$ cat src/rtl/mem_access_stage.sv
// ---------------------------------------------------------------------------
// mem_access_stage
//
// MEM-stage load/store unit. Takes the EX/MEM register outputs (ALU result as
// the effective address, load/store control, store data) and runs one access
// on a multi-cycle req/ack data-memory port. The pipeline is stalled while the
// access is outstanding. Handles byte/half/word lane steering, load sign/zero
// extension, alignment checking and an ack-timeout bus error.
//
// Ports
//   clk, rst        clock (rising edge), synchronous active-high reset
//   mem_read_M      load in MEM
//   mem_write_M     store in MEM (wins over mem_read_M)
//   size_M          00 byte, 01 half, 10 word, 11 reserved (always misaligned)
//   unsigned_M      1: zero-extend loads, 0: sign-extend
//   overflow_M      ALU overflow, suppresses the access
//   addr_M          effective address
//   store_data_M    store data (rt)
//   dmem_req/we/addr/be/wdata   registered memory request
//   dmem_rdata, dmem_ack        memory response (rdata valid with ack)
//   load_data, load_valid       registered load result and one-cycle pulse
//   stall_M         combinational stall for PC, IF/ID, ID/EX, EX/MEM
//   addr_err        one-cycle pulse, misaligned access
//   bus_err         one-cycle pulse, no ack within MAX_WAIT cycles
// ---------------------------------------------------------------------------
module mem_access_stage #(
    parameter int unsigned DW       = 32,
    parameter int unsigned MAX_WAIT = 16
) (
    input  logic          clk,
    input  logic          rst,
    input  logic          mem_read_M,
    input  logic          mem_write_M,
    input  logic [1:0]    size_M,
    input  logic          unsigned_M,
    input  logic          overflow_M,
    input  logic [DW-1:0] addr_M,
    input  logic [DW-1:0] store_data_M,
    output logic          dmem_req,
    output logic          dmem_we,
    output logic [DW-1:0] dmem_addr,
    output logic [3:0]    dmem_be,
    output logic [DW-1:0] dmem_wdata,
    input  logic [DW-1:0] dmem_rdata,
    input  logic          dmem_ack,
    output logic [DW-1:0] load_data,
    output logic          load_valid,
    output logic          stall_M,
    output logic          addr_err,
    output logic          bus_err
);

    // Wide enough to hold MAX_WAIT-1 with headroom.
    localparam int unsigned CW = $clog2(MAX_WAIT + 1);

    typedef enum logic [1:0] {
        StIdle,
        StBusy,
        StDone
    } state_e;

    state_e        state_q, state_d;
    logic [CW-1:0] cnt_q, cnt_d;

    logic          req_q, req_d;
    logic          we_q, we_d;
    logic [DW-1:0] addr_q, addr_d;
    logic [3:0]    be_q, be_d;
    logic [DW-1:0] wdata_q, wdata_d;
    logic [DW-1:0] load_data_q, load_data_d;
    logic          load_valid_q, load_valid_d;
    logic          addr_err_q, addr_err_d;
    logic          bus_err_q, bus_err_d;

    // Access attributes captured at request time so the load result does not
    // depend on the EX/MEM register staying frozen.
    logic [1:0]    size_q, size_d;
    logic          uns_q, uns_d;
    logic [1:0]    off_q, off_d;

    logic          op;
    logic          aligned;
    logic [3:0]    be_new;
    logic [DW-1:0] wdata_new;
    logic [7:0]    rd_byte;
    logic [15:0]   rd_half;
    logic [DW-1:0] rd_ext;

    assign op = (mem_read_M | mem_write_M) & ~overflow_M;

    // Alignment, byte enables and store-lane replication for the new access.
    always_comb begin
        aligned   = 1'b0;
        be_new    = 4'b0000;
        wdata_new = store_data_M;
        unique case (size_M)
            2'b00: begin
                aligned   = 1'b1;
                be_new    = 4'b0001 << addr_M[1:0];
                wdata_new = {4{store_data_M[7:0]}};
            end
            2'b01: begin
                aligned   = ~addr_M[0];
                be_new    = addr_M[1] ? 4'b1100 : 4'b0011;
                wdata_new = {2{store_data_M[15:0]}};
            end
            2'b10: begin
                aligned   = (addr_M[1:0] == 2'b00);
                be_new    = 4'b1111;
                wdata_new = store_data_M;
            end
            2'b11: begin
                aligned   = 1'b0;
                be_new    = 4'b0000;
                wdata_new = store_data_M;
            end
        endcase
    end

    // Lane extraction and extension of the returned read data.
    assign rd_byte = dmem_rdata[{off_q, 3'b000} +: 8];
    assign rd_half = off_q[1] ? dmem_rdata[31:16] : dmem_rdata[15:0];

    always_comb begin
        rd_ext = dmem_rdata;
        unique case (size_q)
            2'b00:   rd_ext = uns_q ? {24'b0, rd_byte} : {{24{rd_byte[7]}}, rd_byte};
            2'b01:   rd_ext = uns_q ? {16'b0, rd_half} : {{16{rd_half[15]}}, rd_half};
            default: rd_ext = dmem_rdata;
        endcase
    end

    // Next-state and combinational outputs.
    always_comb begin
        state_d      = state_q;
        cnt_d        = cnt_q;
        req_d        = req_q;
        we_d         = we_q;
        addr_d       = addr_q;
        be_d         = be_q;
        wdata_d      = wdata_q;
        size_d       = size_q;
        uns_d        = uns_q;
        off_d        = off_q;
        load_data_d  = load_data_q;
        load_valid_d = 1'b0;
        addr_err_d   = 1'b0;
        bus_err_d    = 1'b0;
        stall_M      = 1'b0;

        case (state_q)
            StIdle: begin
                if (op) begin
                    if (!aligned) begin
                        // Faulting access never reaches the memory port.
                        addr_err_d = 1'b1;
                    end else begin
                        stall_M = 1'b1;
                        req_d   = 1'b1;
                        we_d    = mem_write_M;
                        addr_d  = {addr_M[DW-1:2], 2'b00};
                        be_d    = be_new;
                        wdata_d = wdata_new;
                        size_d  = size_M;
                        uns_d   = unsigned_M;
                        off_d   = addr_M[1:0];
                        cnt_d   = '0;
                        state_d = StBusy;
                    end
                end
            end
            StBusy: begin
                stall_M = 1'b1;
                cnt_d   = cnt_q + CW'(1);
                // Ack is checked first so an ack on the timeout cycle wins.
                if (dmem_ack) begin
                    req_d = 1'b0;
                    if (!we_q) begin
                        load_data_d  = rd_ext;
                        load_valid_d = 1'b1;
                    end
                    state_d = StDone;
                end else if (cnt_q == CW'(MAX_WAIT - 1)) begin
                    req_d     = 1'b0;
                    bus_err_d = 1'b1;
                    state_d   = StDone;
                end
            end
            StDone: begin
                // Pipeline advances on this edge; the instruction still sitting
                // in EX/MEM has completed and must not be reissued.
                state_d = StIdle;
            end
            default: begin
                state_d = StIdle;
            end
        endcase
    end

    always_ff @(posedge clk) begin
        if (rst) begin
            state_q      <= StIdle;
            cnt_q        <= '0;
            req_q        <= 1'b0;
            we_q         <= 1'b0;
            addr_q       <= '0;
            be_q         <= 4'b0000;
            wdata_q      <= '0;
            size_q       <= 2'b00;
            uns_q        <= 1'b0;
            off_q        <= 2'b00;
            load_data_q  <= '0;
            load_valid_q <= 1'b0;
            addr_err_q   <= 1'b0;
            bus_err_q    <= 1'b0;
        end else begin
            state_q      <= state_d;
            cnt_q        <= cnt_d;
            req_q        <= req_d;
            we_q         <= we_d;
            addr_q       <= addr_d;
            be_q         <= be_d;
            wdata_q      <= wdata_d;
            size_q       <= size_d;
            uns_q        <= uns_d;
            off_q        <= off_d;
            load_data_q  <= load_data_d;
            load_valid_q <= load_valid_d;
            addr_err_q   <= addr_err_d;
            bus_err_q    <= bus_err_d;
        end
    end

    assign dmem_req   = req_q;
    assign dmem_we    = we_q;
    assign dmem_addr  = addr_q;
    assign dmem_be    = be_q;
    assign dmem_wdata = wdata_q;
    assign load_data  = load_data_q;
    assign load_valid = load_valid_q;
    assign addr_err   = addr_err_q;
    assign bus_err    = bus_err_q;

endmodule

$ cat config.mk
export PLATFORM = sky130hd
export DESIGN_NAME = mem_access_stage
export DESIGN_NICKNAME = d
export VERILOG_FILES = /design/src/rtl/mem_access_stage.sv
export SDC_FILE = /design/constraint.sdc
export NUM_CORES = 1
export LEC_CHECK = 0
export CELL_PAD_IN_SITES_DETAIL_PLACEMENT = 0
export CELL_PAD_IN_SITES_GLOBAL_PLACEMENT = 1
export CORE_ASPECT_RATIO = 2
export CORE_MARGIN = 2
export CORE_UTILIZATION = 45
export DETAILED_ROUTE_END_ITERATION = 10
export DONT_BUFFER_PORTS = 1
export HOLD_SLACK_MARGIN = 0.02
export PLACE_DENSITY = 0.78
export SYNTH_ARGS = -nofsm -noshare
export SYNTH_HDL_FRONTEND = slang
export SYNTH_SLANG_ARGS = --single-unit
$ cat constraint.sdc
create_clock -name clk -period 2.2 [get_ports clk]
set_input_delay 0.22 -clock clk [delete_from_list [all_inputs] [get_ports clk]]
set_output_delay 0.22 -clock clk [all_outputs]
set_load 0.01 [all_outputs]
==> results.yml <==
worst_hold_path:
  hold-path-cell-count: 3
  hold_class: "input port to register"
global_routing:
  grt.total_usage_pct: 25.1
  grt_max_degree: 95
  grt_pass1_vias: 4635
  antenna_found_initial: 0
  grt_first_pass_wirelength_mm: 23.8
  grt-ovfl-total: 0
sta:
  tns_ps: 0
  max_freq_mhz: 489
  setup_viol: 0
  post-route-period-util_pct: 93.0
  final_hold_viol_count: 0
  worst_pin_slew_ps: 704
  finalClockSkew_ps: 6.29
  maxSlewViolCount: 0
  timing.final.ws_setup_ps: 153
  hold_slack_ps: 38.4
  maxSlewHeadroom_pct: 52.8
  period_minus_slack_ps: 2050
  rsz0062_at_grt: "false"
floorplan:
  initial_utilization_pct: 46.3
  ioPinCount: 211
  coreArea_um2: 10900
  die_area_um2: 12200
  std_cell_rows: 54
  chipWidth_um: 79.1
  die_h_um: 154
synthesis:
  netlist-cell-type-count: 48
  ys_top_cells_by_area: "dfxtp_1 (45%), nand2_1 (11%), a21oi_1 (6.6%), a211oi_1 (4.9%), nor2_1 (4.5%)"
  ys_seq_area_share_pct: 45.4
  synth_area_um2: 5070
  synth_top_cell_area_share_pct: 45.4
  avgSynthCellArea_um2: 8.41
  yosysTopAreaCell: "dfxtp_1"
  yosysWarnings: 0
  synth-seq-cells: 115
  synth_cells: 603
  async_reset_ff_share_pct: 0
  synth_edf_count: 0
  synthFlopType: "dfxtp_1"
critical_path:
  critPathKind: "register to register"
  arrival_ps: 2400
  cp-start-kind: "register"
  crit_fanout: 35
  rr_worst_depth: 6
  required_ps: 2550
  cp-end-kind: "register"
cells_and_area:
  n_antenna_cell: 0
  fin_util_pct: 60.0
  area_growth_syn_to_layout_pct: 29.5
  final_cell_area_um2: 6570
  fin_nets: 770
  layout-drive-gt1-share_pct: 11.7
placed_design:
  portBuffers: 0
  place_ws_ps: 207
  post_dp_cell_area_um2: 5110
  gp_congestion: 0.858
  dp_hpwl_mm: 9.83
clock_network:
  clk_pin_slew_worst_paths_ps: 60
  tritoncts: "built"
  cts_buffers: 17
  clock-sinks: 115
  cts-root-buf: "clkbuf_16"
  htreeDepth: 4
  clockBufferDepth: 2
  worst_skew_pair.late_latency_ps: 400
power:
  vdd_ir_drop_max_mv: 0.835
  clockPowerShare_pct: 49.0
  seq_power_share_pct: 40.9
  p_comb_share_pct: 10.0
  p_switching_w: 0.00135
  internal-power_w: 0.00429
  p_per_area_nw_per_um2: 859
  p_leak_nw: 2.35
  p_sw_share_pct: 24.0
run:
  cap_viol_max_count: 0
drt:
  drt_iter0_drc: 159
  drc: 0
  num_vias: 4578
  ant_nets: 0
  viasPerCell: 5.62
  firstDrtPassIters: 5
  post_drt_wl_per_cell_um: 19.2
  drt_wl_total_mm: 15.6
status:
  outcome: "finished, final reports clean"
power groups by stage:
stage / logic, W / registers [W] / clock network (W)
detailed placement: 0.000395 / 0.00235 / 0
CTS: 0.000542 / 0.00231 / 0.00282
floorplan: 0.000379 / 0.00232 / 0
finish: 0.000566 / 0.00231 / 0.00277
global route: 0.000622 / 0.00232 / 0.00293
global placement: 0.000383 / 0.00235 / 0
layer usage:
metal	global-route usage, %	vias up	routed length, um
met5	0	-	0
met4	13.0	0	617
met3	10.7	44	1490
met2	44.5	211	8130
met1	24.2	2122	5390
li1	-	2201	-
stage by stage:
| step | cells | power (W) |
|---|---|---|
| 6_report | 815 | 0.00564 |
| 2_1_floorplan | 604 | 0.00270 |
| 4_1_cts | 811 | 0.00567 |
| 5_1_grt | 815 | 0.00587 |
| 3_5_place_dp | 702 | 0.00275 |
| 3_3_place_gp | 702 | 0.00274 |
synth_stat cells (all sizes together) (4+ instances only):
cell	instances
nand2	150
dfxtp	115
a21oi	69
nor2	61
a211oi	34
buf	28
clkbuf	22
mux2i	18
o21ai	18
mux2	15
nor3b	10
a311oi	8
a2111oi	7
a22oi	7
o22ai	7
inv	5
nor3	4
cells in the final DEF (no fill, tap or decap), types with 2 or more instances in the layout:
| master | count |
|---|---|
| clkbuf_16 | 18 |
| buf_12 | 2 |
| nand2_1 | 150 |
| inv_1 | 5 |
| mux2i_1 | 16 |
| clkinv_2 | 4 |
| nor2b_1 | 2 |
| a211oi_1 | 33 |
| buf_16 | 2 |
| nand4b_1 | 2 |
| dfxtp_1 | 115 |
| o21ai_0 | 18 |
| mux2i_4 | 2 |
| nor3_1 | 3 |
| nor3b_1 | 8 |
| buf_4 | 8 |
| clkinvlp_4 | 3 |
| nor2_1 | 60 |
| a311oi_1 | 8 |
| bufinv_16 | 3 |
| mux2_2 | 15 |
| ha_1 | 2 |
| a21oi_1 | 67 |
| o22ai_1 | 6 |
| clkbuf_8 | 2 |
| clkbuf_1 | 2 |
| a22oi_1 | 7 |
| a2111oi_2 | 6 |
| nand3_1 | 2 |
| dlygate4sd3_1 | 77 |
| conb_1 | 2 |
cell type report:
cell class                 instances  area (um2)
inverter                           5        18.8
sequential                       115        2300
fill                             969        4380
multi-input combinational        434        2530
clock buffer                      21         460
clock inverter                    10         133
timing repair buffer              90         951
tap                              140         175
repair_timing:
action / in CTS / in global routing
setup buffers: 0 / 3
endpoints found under the setup margin: 0 / 22
hold buffers: 78 / 0
hold endpoints to repair: 114 / 0
gates resized for setup: 0 / 3
logic make-up after synthesis:
kind of cell | after synthesis | synth area share (%)
AO/OA/AOI/OAI | 157 | 21.1
XOR/XNOR | 1 | 0.173
adder cells (fa/ha/maj) | 2 | 0.494
buffers and inverters | 55 | 5.33
flip-flops | 115 | 45.4
multiplexers | 33 | 7.38
other | 1 | 0.0740
AND/OR/NAND/NOR | 239 | 20.0
flip-flops by register name, summed over array words and instances (netlist names):
name        cells
load_data      32
dmem_wdata     32
size_q          2
dmem_req        1
dmem_addr      30
uns_q           1
cnt_q           5
dmem_we         1
bus_err         1
off_q           2
load_valid      1
state_q         2
dmem_be         4
addr_err        1
critical path, cell delays in order, from the launching register on:
cell	delay, ps
dfxtp_1	320
nor2_2	240
o211a_4	300
buf_16	210
nor2_1	70
a311oi_1	260
dlygate4sd3_1	580
worst paths after layout:
kind         startpoint        endpoint  slack [ps]
max reg2reg  state_q[1]  dmem_wdata[10]         150
max          state_q[1]  dmem_wdata[10]         150
min reg2reg       uns_q           uns_q         480
min           size_M[1]  dmem_wdata[30]          40
No activity file was read; power rests on OpenSTA's default activity.
